**src/rtl/cordic_cmd_sequencer.sv**
```systemverilog
// Command front-end for the iterative CORDIC core: two-deep command and response
// buffers around the core's start/done handshake, with a per-operation watchdog.
//
// state  | meaning
// IDLE   | waiting for a queued command and a free (or freeing) response slot
// START  | one-cycle start pulse; operands already held on core_*
// WAIT   | core running; watchdog counting down to its terminal count
module cordic_cmd_sequencer #(
  parameter int FIXED_WIDTH = 16,
  parameter int SHIFT_W     = 4,
  parameter int TIMEOUT     = 31
) (
  input  logic                   i_clk,
  input  logic                   i_rst_n,
  input  logic                   i_cmd_valid,
  output logic                   o_cmd_ready,
  input  logic [FIXED_WIDTH-1:0] i_cmd_a,
  input  logic [FIXED_WIDTH-1:0] i_cmd_b,
  input  logic [1:0]             i_cmd_mode,
  input  logic                   i_cmd_rot,
  input  logic [SHIFT_W-1:0]     i_cmd_shift,
  output logic                   o_core_start,
  output logic [FIXED_WIDTH-1:0] o_core_a,
  output logic [FIXED_WIDTH-1:0] o_core_b,
  output logic [1:0]             o_core_mode,
  output logic                   o_core_rot,
  output logic [SHIFT_W-1:0]     o_core_shift,
  input  logic [FIXED_WIDTH-1:0] i_core_out1,
  input  logic [FIXED_WIDTH-1:0] i_core_out2,
  input  logic                   i_core_done,
  output logic                   o_rsp_valid,
  input  logic                   i_rsp_ready,
  output logic [FIXED_WIDTH-1:0] o_rsp_out1,
  output logic [FIXED_WIDTH-1:0] o_rsp_out2,
  output logic [1:0]             o_rsp_mode,
  output logic                   o_busy,
  output logic                   o_err_timeout,
  input  logic                   i_err_clear
);

  localparam int CMD_W = 2*FIXED_WIDTH + 3 + SHIFT_W;
  localparam int RSP_W = 2*FIXED_WIDTH + 2;
  localparam logic [7:0] WDOG_LOAD = 8'(TIMEOUT);

  typedef enum logic [1:0] {S_IDLE, S_START, S_WAIT} state_t;

  state_t r_state;
  state_t w_state_nxt;
  logic   w_load;
  logic   w_start;
  logic   w_timeout;
  logic   w_cmd_push;
  logic   w_cmd_pop;
  logic   w_rsp_push;
  logic   w_rsp_pop;

  logic [CMD_W-1:0] r_cmd_mem [2];
  logic             r_cmd_wp;
  logic             r_cmd_rp;
  logic [1:0]       r_cmd_cnt;
  logic [CMD_W-1:0] w_cmd_head;

  logic [RSP_W-1:0] r_rsp_mem [2];
  logic             r_rsp_wp;
  logic             r_rsp_rp;
  logic [1:0]       r_rsp_cnt;

  logic [7:0]             r_wdog;
  logic                   r_err;
  logic [FIXED_WIDTH-1:0] r_core_a;
  logic [FIXED_WIDTH-1:0] r_core_b;
  logic [1:0]             r_core_mode;
  logic                   r_core_rot;
  logic [SHIFT_W-1:0]     r_core_shift;

  assign o_cmd_ready = (r_cmd_cnt != 2'd2);
  assign w_cmd_push  = i_cmd_valid & o_cmd_ready;
  assign w_cmd_head  = r_cmd_mem[r_cmd_rp];

  always_ff @(posedge i_clk) begin
    if (w_cmd_push) r_cmd_mem[r_cmd_wp] <= {i_cmd_a, i_cmd_b, i_cmd_mode, i_cmd_rot, i_cmd_shift};
  end

  always_ff @(posedge i_clk) begin
    if (!i_rst_n) begin
      r_cmd_wp  <= 1'b0;
      r_cmd_rp  <= 1'b0;
      r_cmd_cnt <= 2'd0;
    end else begin
      if (w_cmd_push) r_cmd_wp <= ~r_cmd_wp;
      if (w_cmd_pop)  r_cmd_rp <= ~r_cmd_rp;
      case ({w_cmd_push, w_cmd_pop})
        2'b10:   r_cmd_cnt <= r_cmd_cnt + 2'd1;
        2'b01:   r_cmd_cnt <= r_cmd_cnt - 2'd1;
        default: r_cmd_cnt <= r_cmd_cnt;
      endcase
    end
  end

  assign o_rsp_valid = (r_rsp_cnt != 2'd0);
  assign w_rsp_pop   = o_rsp_valid & i_rsp_ready;
  assign {o_rsp_out1, o_rsp_out2, o_rsp_mode} = r_rsp_mem[r_rsp_rp];

  // Tagged with the held core_mode, which is what the core's output mux used.
  always_ff @(posedge i_clk) begin
    if (w_rsp_push) r_rsp_mem[r_rsp_wp] <= {i_core_out1, i_core_out2, r_core_mode};
  end

  always_ff @(posedge i_clk) begin
    if (!i_rst_n) begin
      r_rsp_wp  <= 1'b0;
      r_rsp_rp  <= 1'b0;
      r_rsp_cnt <= 2'd0;
    end else begin
      if (w_rsp_push) r_rsp_wp <= ~r_rsp_wp;
      if (w_rsp_pop)  r_rsp_rp <= ~r_rsp_rp;
      case ({w_rsp_push, w_rsp_pop})
        2'b10:   r_rsp_cnt <= r_rsp_cnt + 2'd1;
        2'b01:   r_rsp_cnt <= r_rsp_cnt - 2'd1;
        default: r_rsp_cnt <= r_rsp_cnt;
      endcase
    end
  end

  always_ff @(posedge i_clk) begin
    if (!i_rst_n) r_state <= S_IDLE;
    else          r_state <= w_state_nxt;
  end

  // The response slot is reserved here, so the push on done never overflows.
  always_comb begin
    w_state_nxt = r_state;
    w_load      = 1'b0;
    w_start     = 1'b0;
    w_timeout   = 1'b0;
    w_cmd_pop   = 1'b0;
    w_rsp_push  = 1'b0;
    case (r_state)
      S_IDLE: begin
        if ((r_cmd_cnt != 2'd0) && ((r_rsp_cnt != 2'd2) || w_rsp_pop)) begin
          w_load      = 1'b1;
          w_state_nxt = S_START;
        end
      end
      S_START: begin
        w_start     = 1'b1;
        w_state_nxt = S_WAIT;
      end
      S_WAIT: begin
        if (i_core_done) begin
          w_rsp_push  = 1'b1;
          w_cmd_pop   = 1'b1;
          w_state_nxt = S_IDLE;
        end else if (r_wdog == 8'd1) begin
          w_timeout   = 1'b1;
          w_cmd_pop   = 1'b1;
          w_state_nxt = S_IDLE;
        end
      end
      default: w_state_nxt = S_IDLE;
    endcase
  end

  always_ff @(posedge i_clk) begin
    if (!i_rst_n) begin
      r_core_a     <= '0;
      r_core_b     <= '0;
      r_core_mode  <= '0;
      r_core_rot   <= 1'b0;
      r_core_shift <= '0;
    end else if (w_load) begin
      {r_core_a, r_core_b, r_core_mode, r_core_rot, r_core_shift} <= w_cmd_head;
    end
  end

  // Loaded in START so the first WAIT cycle sees TIMEOUT; terminal count is 1.
  always_ff @(posedge i_clk) begin
    if (!i_rst_n)                 r_wdog <= 8'd0;
    else if (r_state == S_START)  r_wdog <= WDOG_LOAD;
    else if (r_state == S_WAIT)   r_wdog <= r_wdog - 8'd1;
  end

  always_ff @(posedge i_clk) begin
    if (!i_rst_n)         r_err <= 1'b0;
    else if (w_timeout)   r_err <= 1'b1;
    else if (i_err_clear) r_err <= 1'b0;
  end

  assign o_core_start  = w_start;
  assign o_core_a      = r_core_a;
  assign o_core_b      = r_core_b;
  assign o_core_mode   = r_core_mode;
  assign o_core_rot    = r_core_rot;
  assign o_core_shift  = r_core_shift;
  assign o_busy        = (r_state != S_IDLE);
  assign o_err_timeout = r_err;

endmodule
```
**config.mk**
```make
export PLATFORM = sky130hd
export DESIGN_NAME = cordic_cmd_sequencer
export DESIGN_NICKNAME = d
export VERILOG_FILES = /design/src/rtl/cordic_cmd_sequencer.sv
export SDC_FILE = /design/constraint.sdc
export NUM_CORES = 1
export LEC_CHECK = 0
export CAP_MARGIN = 25
export CORE_ASPECT_RATIO = 0.8
export CORE_MARGIN = 1
export CORE_UTILIZATION = 25
export DETAILED_ROUTE_END_ITERATION = 7
export GPL_ROUTABILITY_DRIVEN = 0
export SLEW_MARGIN = 25
export SYNTH_ARGS = -nofsm -noshare
export SYNTH_HDL_FRONTEND = slang
export SYNTH_SLANG_ARGS = --single-unit
```
**constraint.sdc**
```tcl
create_clock -name i_clk -period 3.2 [get_ports i_clk]
set_input_delay 0.32 -clock i_clk [delete_from_list [all_inputs] [get_ports i_clk]]
set_output_delay 0.32 -clock i_clk [all_outputs]
set_load 0.03 [all_outputs]
```
# Word level (Yosys, flattened, before mapping)
# Memories as Yosys holds them, arrays and structs flattened. A register that Yosys moved wholly into a read port is not among the register bits.
# Index checks and enable logic that the tools add are counted.
# totals
regBits	19
ram_bits	146
in_bits	77
out_inout_bits	78
word_cells	74
memories	2
# mem_list
name	depth	word_bits	read_ports	rd_ports_with_merged_regs	wr	line	source
r_cmd_mem	2	39	1	1	1	57	logic [CMD_W-1:0] r_cmd_mem [2];
r_rsp_mem	2	34	1	1	1	63	logic [RSP_W-1:0] r_rsp_mem [2];
# classes
add_sub_neg	5
eq_ne	11
mux	26
bitwise_logic	7
n_reduce_logical	13
# op_table
op	count
$mux 1	18
$reduce_bool 2->1	7
$mux 5	2
$eq 8x1->1 const B	1
$pmux 2 s2	2
$sub 8x1->8 const B	1
$eq 2x1->1 const B	3
$eq 2x2->1 const B	3
$mux 2	3
$ne 2x2->1 const B	3
$pmux 2 s3	1
$not 1->1	5
$add 2x1->2 const B	2
$sub 2x1->2 const B	2
$ne 3x3->1 const B	1
$and 1x1->1	2
$logic_not 2->1	1
$reduce_and 2->1	1
$reduce_or 2->1	1
$logic_and 1x1->1	1
$logic_not 1->1	1
$logic_or 1x1->1	1

# Longest topological paths before layout
# Gate-level depths: netlist of run 1.
# depth
word_depth	6
depth_mapped	8
depth_no_buf	8

# Worst setup path after synthesis of run 1
# Ideal clock, no wire load.
# synth_timing
kind	register to register
start	register r_cmd_cnt[0]
end	memory r_cmd_mem[0][0] (netlist name) (enable)
setup_time_ps	435
t_arrival_ps	2536
required_ps	2765
slack_ps	229
stages_incl_launch_ff	4
n_path_buf	0
synth_period_minus_slack_ps	2971
path_cell_list	dfxtp_1 -> nand2b_1 -> nand2_1 -> nor2_1
# synth_via
elab_chain_len	4
# synth_lines
item	line	source
start: declaration	60	logic [1:0] r_cmd_cnt;
start signal: assignment	93	2'b10: r_cmd_cnt <= r_cmd_cnt + 2'd1;
start signal: assignment	94	2'b01: r_cmd_cnt <= r_cmd_cnt - 2'd1;
start signal: assignment	95	default: r_cmd_cnt <= r_cmd_cnt;
$ne 2x2->1	76	assign o_cmd_ready = (r_cmd_cnt != 2'd2);
via o_cmd_ready	16	output logic o_cmd_ready,
$and 1x1->1	77	assign w_cmd_push = i_cmd_valid & o_cmd_ready;
$mux 1	81	if (w_cmd_push) r_cmd_mem[r_cmd_wp] <= {i_cmd_a, i_cmd_b, i_cmd_mode, i_cmd_rot, i_cmd_shift};
$mux 1 (not written as such)	81	
end: declaration	57	
# The timed path passes the listed nets, and every way through them passes these cells.

==> flow_metrics.py, run 1 <==
metrics = {
    "outcome": {
        "status": "completed",
    },
    "worst_hold_path": {
        "hold_start": "i_cmd_b[1]",
        "whs_endpoint": "r_cmd_mem[1][8]",
        "hp-class": "in2reg",
        "hold_depth": 1,
    },
    "power": {
        "p_seq_frac": 0.404,
        "p_leak_nw": 3.84,
        "powerDensity_nw_per_um2": 838,
        "irDropWorstVdd_uv": 506,
        "comb_power_share": 0.280,
        "p_clk_frac": 0.316,
        "p_sw_mw": 2.65,
        "internal_power_mw": 6.12,
        "swShare": 0.302,
    },
    "synth": {
        "synthArstFlopShare": 0,
        "netlist_area_sq_um": 7620,
        "yosysWarnings": 0,
        "synth_edf_count": 146,
        "synth_nets": 560,
        "ys_types": 32,
        "synth_cells": 476,
        "synth_area_leaders": "edfxtp_1 (58%), dfxtp_1 (16%), mux2i_1 (5.4%)",
        "synthFlopType": "edfxtp_1",
        "synthDominantCellAreaShare": 0.576,
        "synthTopCellsByCount": "edfxtp_1 (146), dfxtp_1 (59), nand2_1 (48)",
        "postSynthAreaPerCell_sq_um": 16.0,
        "yosysMostFrequentCell": "edfxtp_1",
        "synth_seq_cells": 205,
        "ys_seq_area_frac": 0.731,
        "synth_top_area_cell": "edfxtp_1",
    },
    "clocking": {
        "cts-buffers-inserted": 22,
        "postCtsHoldBufs": 0,
        "cts_post_setup_buffers_inserted": 0,
        "cts_tree": "built",
        "insertion_delay_ns": 0.50,
        "htree_levels": 1,
        "ctsResizeCount": 0,
        "cts-root-buf": "clkbuf_16",
        "cts_sinks": 205,
        "clk_pin_slew_ns": 0.06,
        "cts_max_path_buffers": 3,
    },
    "cells_and_area": {
        "fillerInstances": 2811,
        "multi_input_area_sq_um": 1930,
        "antenna_cells": 0,
        "drive_gt1_frac": 0.134,
        "area_growth_pct": 37.3,
        "final_nets": 725,
        "seq_area_sq_um": 5570,
    },
    "timing": {
        "slew_viol_final": 0,
        "hold_viol": 0,
        "period_share": 0.790,
        "rsz0062_at_grt": "no",
        "timing.slew.headroom": 0.417,
        "period_minus_slack_ns": 2.53,
        "fin_skew_ns": 0.0117,
        "tns_ns": 0,
        "fmax_mhz": 395,
        "timing.hold.ws_ns": 0.402,
        "setup-violations-final": 0,
        "worstMarginPinSlew_ns": 0.874,
    },
    "floorplan": {
        "core-area_sq_um": 29600,
        "initial_core_util": 0.257,
        "dieArea_sq_um": 31200,
        "rows": 56,
        "die_h_um": 158,
        "dieWidth_um": 197,
        "io_pins": 155,
    },
    "detailed_routing": {
        "dr_total_vias": 4335,
        "drt-total-wl_um": 15400,
        "drc": 0,
        "routed_via_density": 4.08,
        "wire_per_inst_um": 14.5,
        "dr.pass1.iters": 6,
        "drt_iter0_drc": 160,
        "antenna_left": 0,
    },
    "setup_path": {
        "regToRegSetupSlack_ns": 1.13,
        "reg2regPathDepth": 6,
        "cp_max_fo": 34,
        "worst-setup-path-type": "reg2out",
        "reg2reg_to": "r_cmd_cnt[1]",
        "cp.arrival_ns": 2.21,
        "worstPathRequired_ns": 2.88,
        "end_kind": "output pin",
        "cp-start-kind": "flop",
        "r2r_start": "r_wdog[5]",
    },
    "grt": {
        "track_usage": 0.0972,
        "grt_remaining_overflow": 0,
        "antenna_found_initial": 0,
        "grt_max_degree": 79,
        "grt_pass1_wl_um": 23600,
        "first_global_vias": 4390,
    },
    "run": {
        "max_cap_viol_count": 0,
    },
    "placed_design": {
        "io_buffer_count": 154,
        "dp_hpwl_um": 9950,
    },
}
[cells in the final DEF, fill, tap and decap left out, drive strengths merged, types with 6 or more instances in the layout]
cell / Yosys / layout
xnor2: 9 / 9
o21ai: 7 / 7
ha: 7 / 7
mux2: 34 / 34
nand2b: 6 / 6
nor2: 9 / 9
inv: 8 / 9
mux2i: 41 / 41
clkdlybuf4s50: 0 / 153
o211a: 41 / 41
clkbuf: 8 / 28
dfxtp: 59 / 59
nand2: 48 / 48
edfxtp: 146 / 146
buf: 15 / 11
[layout make-up]
| class | count | area share |
|---|---|---|
| Clock buffer | 28 | 0.0578 |
| Inverter | 8 | 0.00287 |
| Tap cell | 406 | 0.0486 |
| Clock inverter | 12 | 0.0193 |
| Timing Repair Buffer | 164 | 0.155 |
| Multi-Input combinational cell | 240 | 0.184 |
| Sequential cell | 205 | 0.532 |
[sequential cells by signal, indices dropped and copies added (netlist names), 2 cells and up, named ones only]
signal	count
o_core_b	16
o_core_a	16
r_rsp_mem	68
r_wdog	8
r_cmd_mem	78
o_core_shift	4
r_cmd_cnt	2
o_core_mode	2
r_rsp_cnt	2
r_state	2
[layer usage]
metal | up-vias | global-route usage | wire, um | part of all wire
met3 | 26 | 0.0298 | 1140 | 0.074
met4 | 0 | 0.0281 | 391 | 0.025
met5 | - | 0 | 0 | 0
met1 | 2056 | 0.134 | 7620 | 0.49
li1 | 2108 | - | - | -
met2 | 145 | 0.147 | 6290 | 0.41
[power groups by stage]
stage                     Combinational, mW  Sequential, mW  Clock [mW]
after global placement                 2.47            3.60           0
after detailed placement               2.48            3.60           0
after global routing                   2.65            3.59        2.96
final                                  2.45            3.54        2.77
after CTS                              2.49            3.55        2.87
after floorplan                        1.15            3.96           0
[worst max-delay path by stage]
stage	from	endpoint	slack, ns	cells past startpoint
global route	flop	o_rsp_out2[7]	0.55	3
detailed placement	i_cmd_valid	r_cmd_mem[1][1]	1.06	3
CTS	flop	o_rsp_out1[7]	0.63	3
global placement	i_cmd_valid	r_cmd_mem[1][1]	1.09	3
finish	flop	o_rsp_out1[7]	0.67	3
floorplan	r_cmd_cnt[0]	r_cmd_mem[0][0]	0.23	3
[kinds of logic after synthesis]
kind of cell | share of synthesized area
and+or+nand+nor | 0.0532
xor gates and xnor gates | 0.0103
muxes | 0.104
buffers and inverters | 0.0197
DFF | 0.731
adders and majority gates | 0.0115
AOI/OAI and AO/OA | 0.0705
[critical path, stage by stage (launching register included)]
cell and delay, ns:
dfxtp_1 0.30, buf_4 0.39, mux2_2 0.39, clkdlybuf4s50_1 0.60
[per-stage QoR]
stage | power, mW | cells | cell area (sq um) | utilization | worst slack, ns
final | 8.77 | 1063 | 10500 | 0.353 | 0.670
after detailed placement | 6.07 | 1023 | 9650 | 0.326 | 1.06
after global routing | 9.20 | 1063 | 10500 | 0.353 | 0.554
after CTS | 8.90 | 1063 | 10500 | 0.353 | 0.630
after floorplan | 5.11 | 476 | 7620 | - | 0.229
after global placement | 6.07 | 1023 | 9650 | 0.326 | 1.09
No activity file was read; power rests on OpenSTA's default activity.
==> inputs of run 2 (changes only) <==
clock period = 2.54 ns   (was 3.2 ns; I/O delays follow)
==> flow_metrics.py, run 2 (synthesis gave the netlist of run 1 again) <==
metrics = {
    "cells_and_area": {
        "area_growth_pct": 37.5,
        "antenna_cells": 0,
        "final_nets": 725,
        "reg.largest.list": "r_cmd_mem (78), r_rsp_mem (68)",
        "final_common_cell": "clkdlybuf4s50_1",
        "drive_gt1_frac": 0.137,
        "largest_reg_flops": 78,
        "final_cell_mix": "clkdlybuf4s50_1 (152), edfxtp_1 (146), dfxtp_1 (58), nand2_1 (48)",
        "largest_register": "r_cmd_mem",
    },
    "timing": {
        "timing.slew.headroom": 0.579,
        "fin_skew_ns": 0.00770,
        "tns_ns": 0,
        "timing.hold.ws_ns": 0.284,
        "setup-violations-final": 0,
        "hold_viol": 0,
        "fmax_mhz": 428,
        "slew_viol_final": 0,
        "worstMarginPinSlew_ns": 0.632,
        "period_share": 0.920,
        "rsz0062_at_grt": "no",
        "period_minus_slack_ns": 2.34,
    },
    "setup_path": {
        "cpMaxStageDelayCell": "clkdlybuf4s50_1",
        "worst-setup-path-type": "reg2out",
        "reg2reg_to": "r_cmd_cnt[1]",
        "cp-start-kind": "flop",
        "worstPathRequired_ns": 2.29,
        "r2r_start": "r_wdog[5]",
        "reg2regPathDepth": 6,
        "cp.arrival_ns": 2.08,
        "end_kind": "output pin",
        "cp_max_fo": 34,
        "crit_chain": "buf_12 > mux2_2 > clkdlybuf4s50_1",
        "cpPeakStageDelay_ns": 0.63,
        "regToRegSetupSlack_ns": 0.52,
    },
    "run": {
        "max_cap_viol_count": 0,
    },
    "detailed_routing": {
        "dr.pass1.iters": 4,
        "drc": 0,
        "drt_iter0_drc": 188,
        "antenna_left": 0,
        "dr_total_vias": 4379,
        "wire_per_inst_um": 15.0,
        "routed_via_density": 4.12,
        "drt-total-wl_um": 16000,
    },
    "clocking": {
        "postCtsHoldBufs": 0,
        "ctsResizeCount": 0,
        "cts_post_setup_buffers_inserted": 0,
        "cts_tree": "built",
        "cts_max_path_buffers": 3,
        "cts-root-buf": "clkbuf_16",
        "clk_pin_slew_ns": 0.06,
        "htree_levels": 1,
        "insertion_delay_ns": 0.50,
        "cts_sinks": 205,
        "cts-buffers-inserted": 23,
    },
    "grt": {
        "antenna_found_initial": 0,
        "grt_pass1_wl_um": 24500,
        "grt_remaining_overflow": 0,
        "track_usage": 0.102,
        "grt_max_degree": 79,
        "first_global_vias": 4421,
    },
    "floorplan": {
        "initial_core_util": 0.257,
        "rows": 56,
        "die_h_um": 158,
        "core-area_sq_um": 29600,
        "dieArea_sq_um": 31200,
        "dieWidth_um": 197,
        "io_pins": 155,
    },
    "outcome": {
        "status": "completed",
    },
    "placed_design": {
        "io_buffer_count": 154,
        "dp_hpwl_um": 9750,
    },
    "worst_hold_path": {
        "hold_start": "i_rst_n",
        "hp-class": "in2reg",
        "whs_endpoint": "r_wdog[2]",
        "hold_depth": 3,
    },
    "power": {
        "powerDensity_nw_per_um2": 1040,
        "irDropWorstVdd_uv": 583,
        "p_leak_nw": 3.85,
    },
}
## run 2: cell count changes in the layout (fill, tap and decap cells not counted), sizes merged
| cell | previous run | this run |
|---|---|---|
| bufinv | 5 | 1 |
| clkbuf | 28 | 31 |
| clkinv | 2 | 5 |
| clkinvlp | 4 | 2 |
| clkdlybuf4s50 | 153 | 152 |
| inv | 9 | 10 |
## run 2: worst max path at each step
| stage | start | end | slack (ns) | cells after the start |
|---|---|---|---|---|
| 6_report | flop | o_rsp_out2[15] | 0.20 | 3 |
| 5_1_grt | flop | o_rsp_out2[15] | 0.10 | 3 |
| 4_1_cts | flop | o_rsp_out2[15] | 0.16 | 3 |
| 3_5_place_dp | r_wdog[5] | r_cmd_cnt[1] | 0.50 | 6 |
| 3_3_place_gp | r_wdog[5] | r_cmd_cnt[1] | 0.58 | 6 |
| 2_1_floorplan | r_cmd_cnt[0] | r_cmd_mem[0][0] | 0.21 | 3 |
## run 2: cell type report
type                            instances  area (sq um)
Clock buffer                           31           666
Clock inverter                         10          86.3
Fill cell                            2855         19200
Inverter                                8          30.0
Multi-Input combinational cell        240          1930
Sequential cell                       205          5570
Tap cell                              406           508
Timing Repair Buffer                  163          1690
## run 2: power by group
part | internal, mW | switching, mW | total, mW | leakage, nW
clock network | 1.94 | 1.32 | 3.26 | 0.367
registers | 4.16 | 0.281 | 4.44 | 1.83
logic | 1.38 | 1.79 | 3.17 | 1.65
total | 7.48 | 3.39 | 10.9 | 3.85
## run 2: routing by layer
| metal | wire length, um | global-route usage | vias to the layer above | part of all wire |
|---|---|---|---|---|
| met5 | 0 | 0 | - | 0 |
| met4 | 384 | 0.0321 | 0 | 0.024 |
| met3 | 1320 | 0.0358 | 27 | 0.082 |
| met2 | 6770 | 0.158 | 138 | 0.42 |
| met1 | 7500 | 0.133 | 2105 | 0.47 |
| li1 | - | - | 2109 | - |
## run 2: per-stage QoR
step                worst slack [ns]  cell area (sq um)  utilization  total power, mW  std cells
global placement               0.579               9720        0.328             7.70       1022
floorplan                      0.211               7620            -             6.44        476
CTS                            0.161              10500        0.353             11.0       1063
detailed placement             0.497               9720        0.328             7.72       1022
global route                   0.104              10500        0.353             11.4       1063
finish                         0.204              10500        0.353             10.9       1063
## run 2: critical path, delay by kind of cell, from the launching register on
kind | cells | cell delay [ns]
muxes | 1 | 0.36
DFF | 1 | 0.35
buffers and inverters | 2 | 0.85
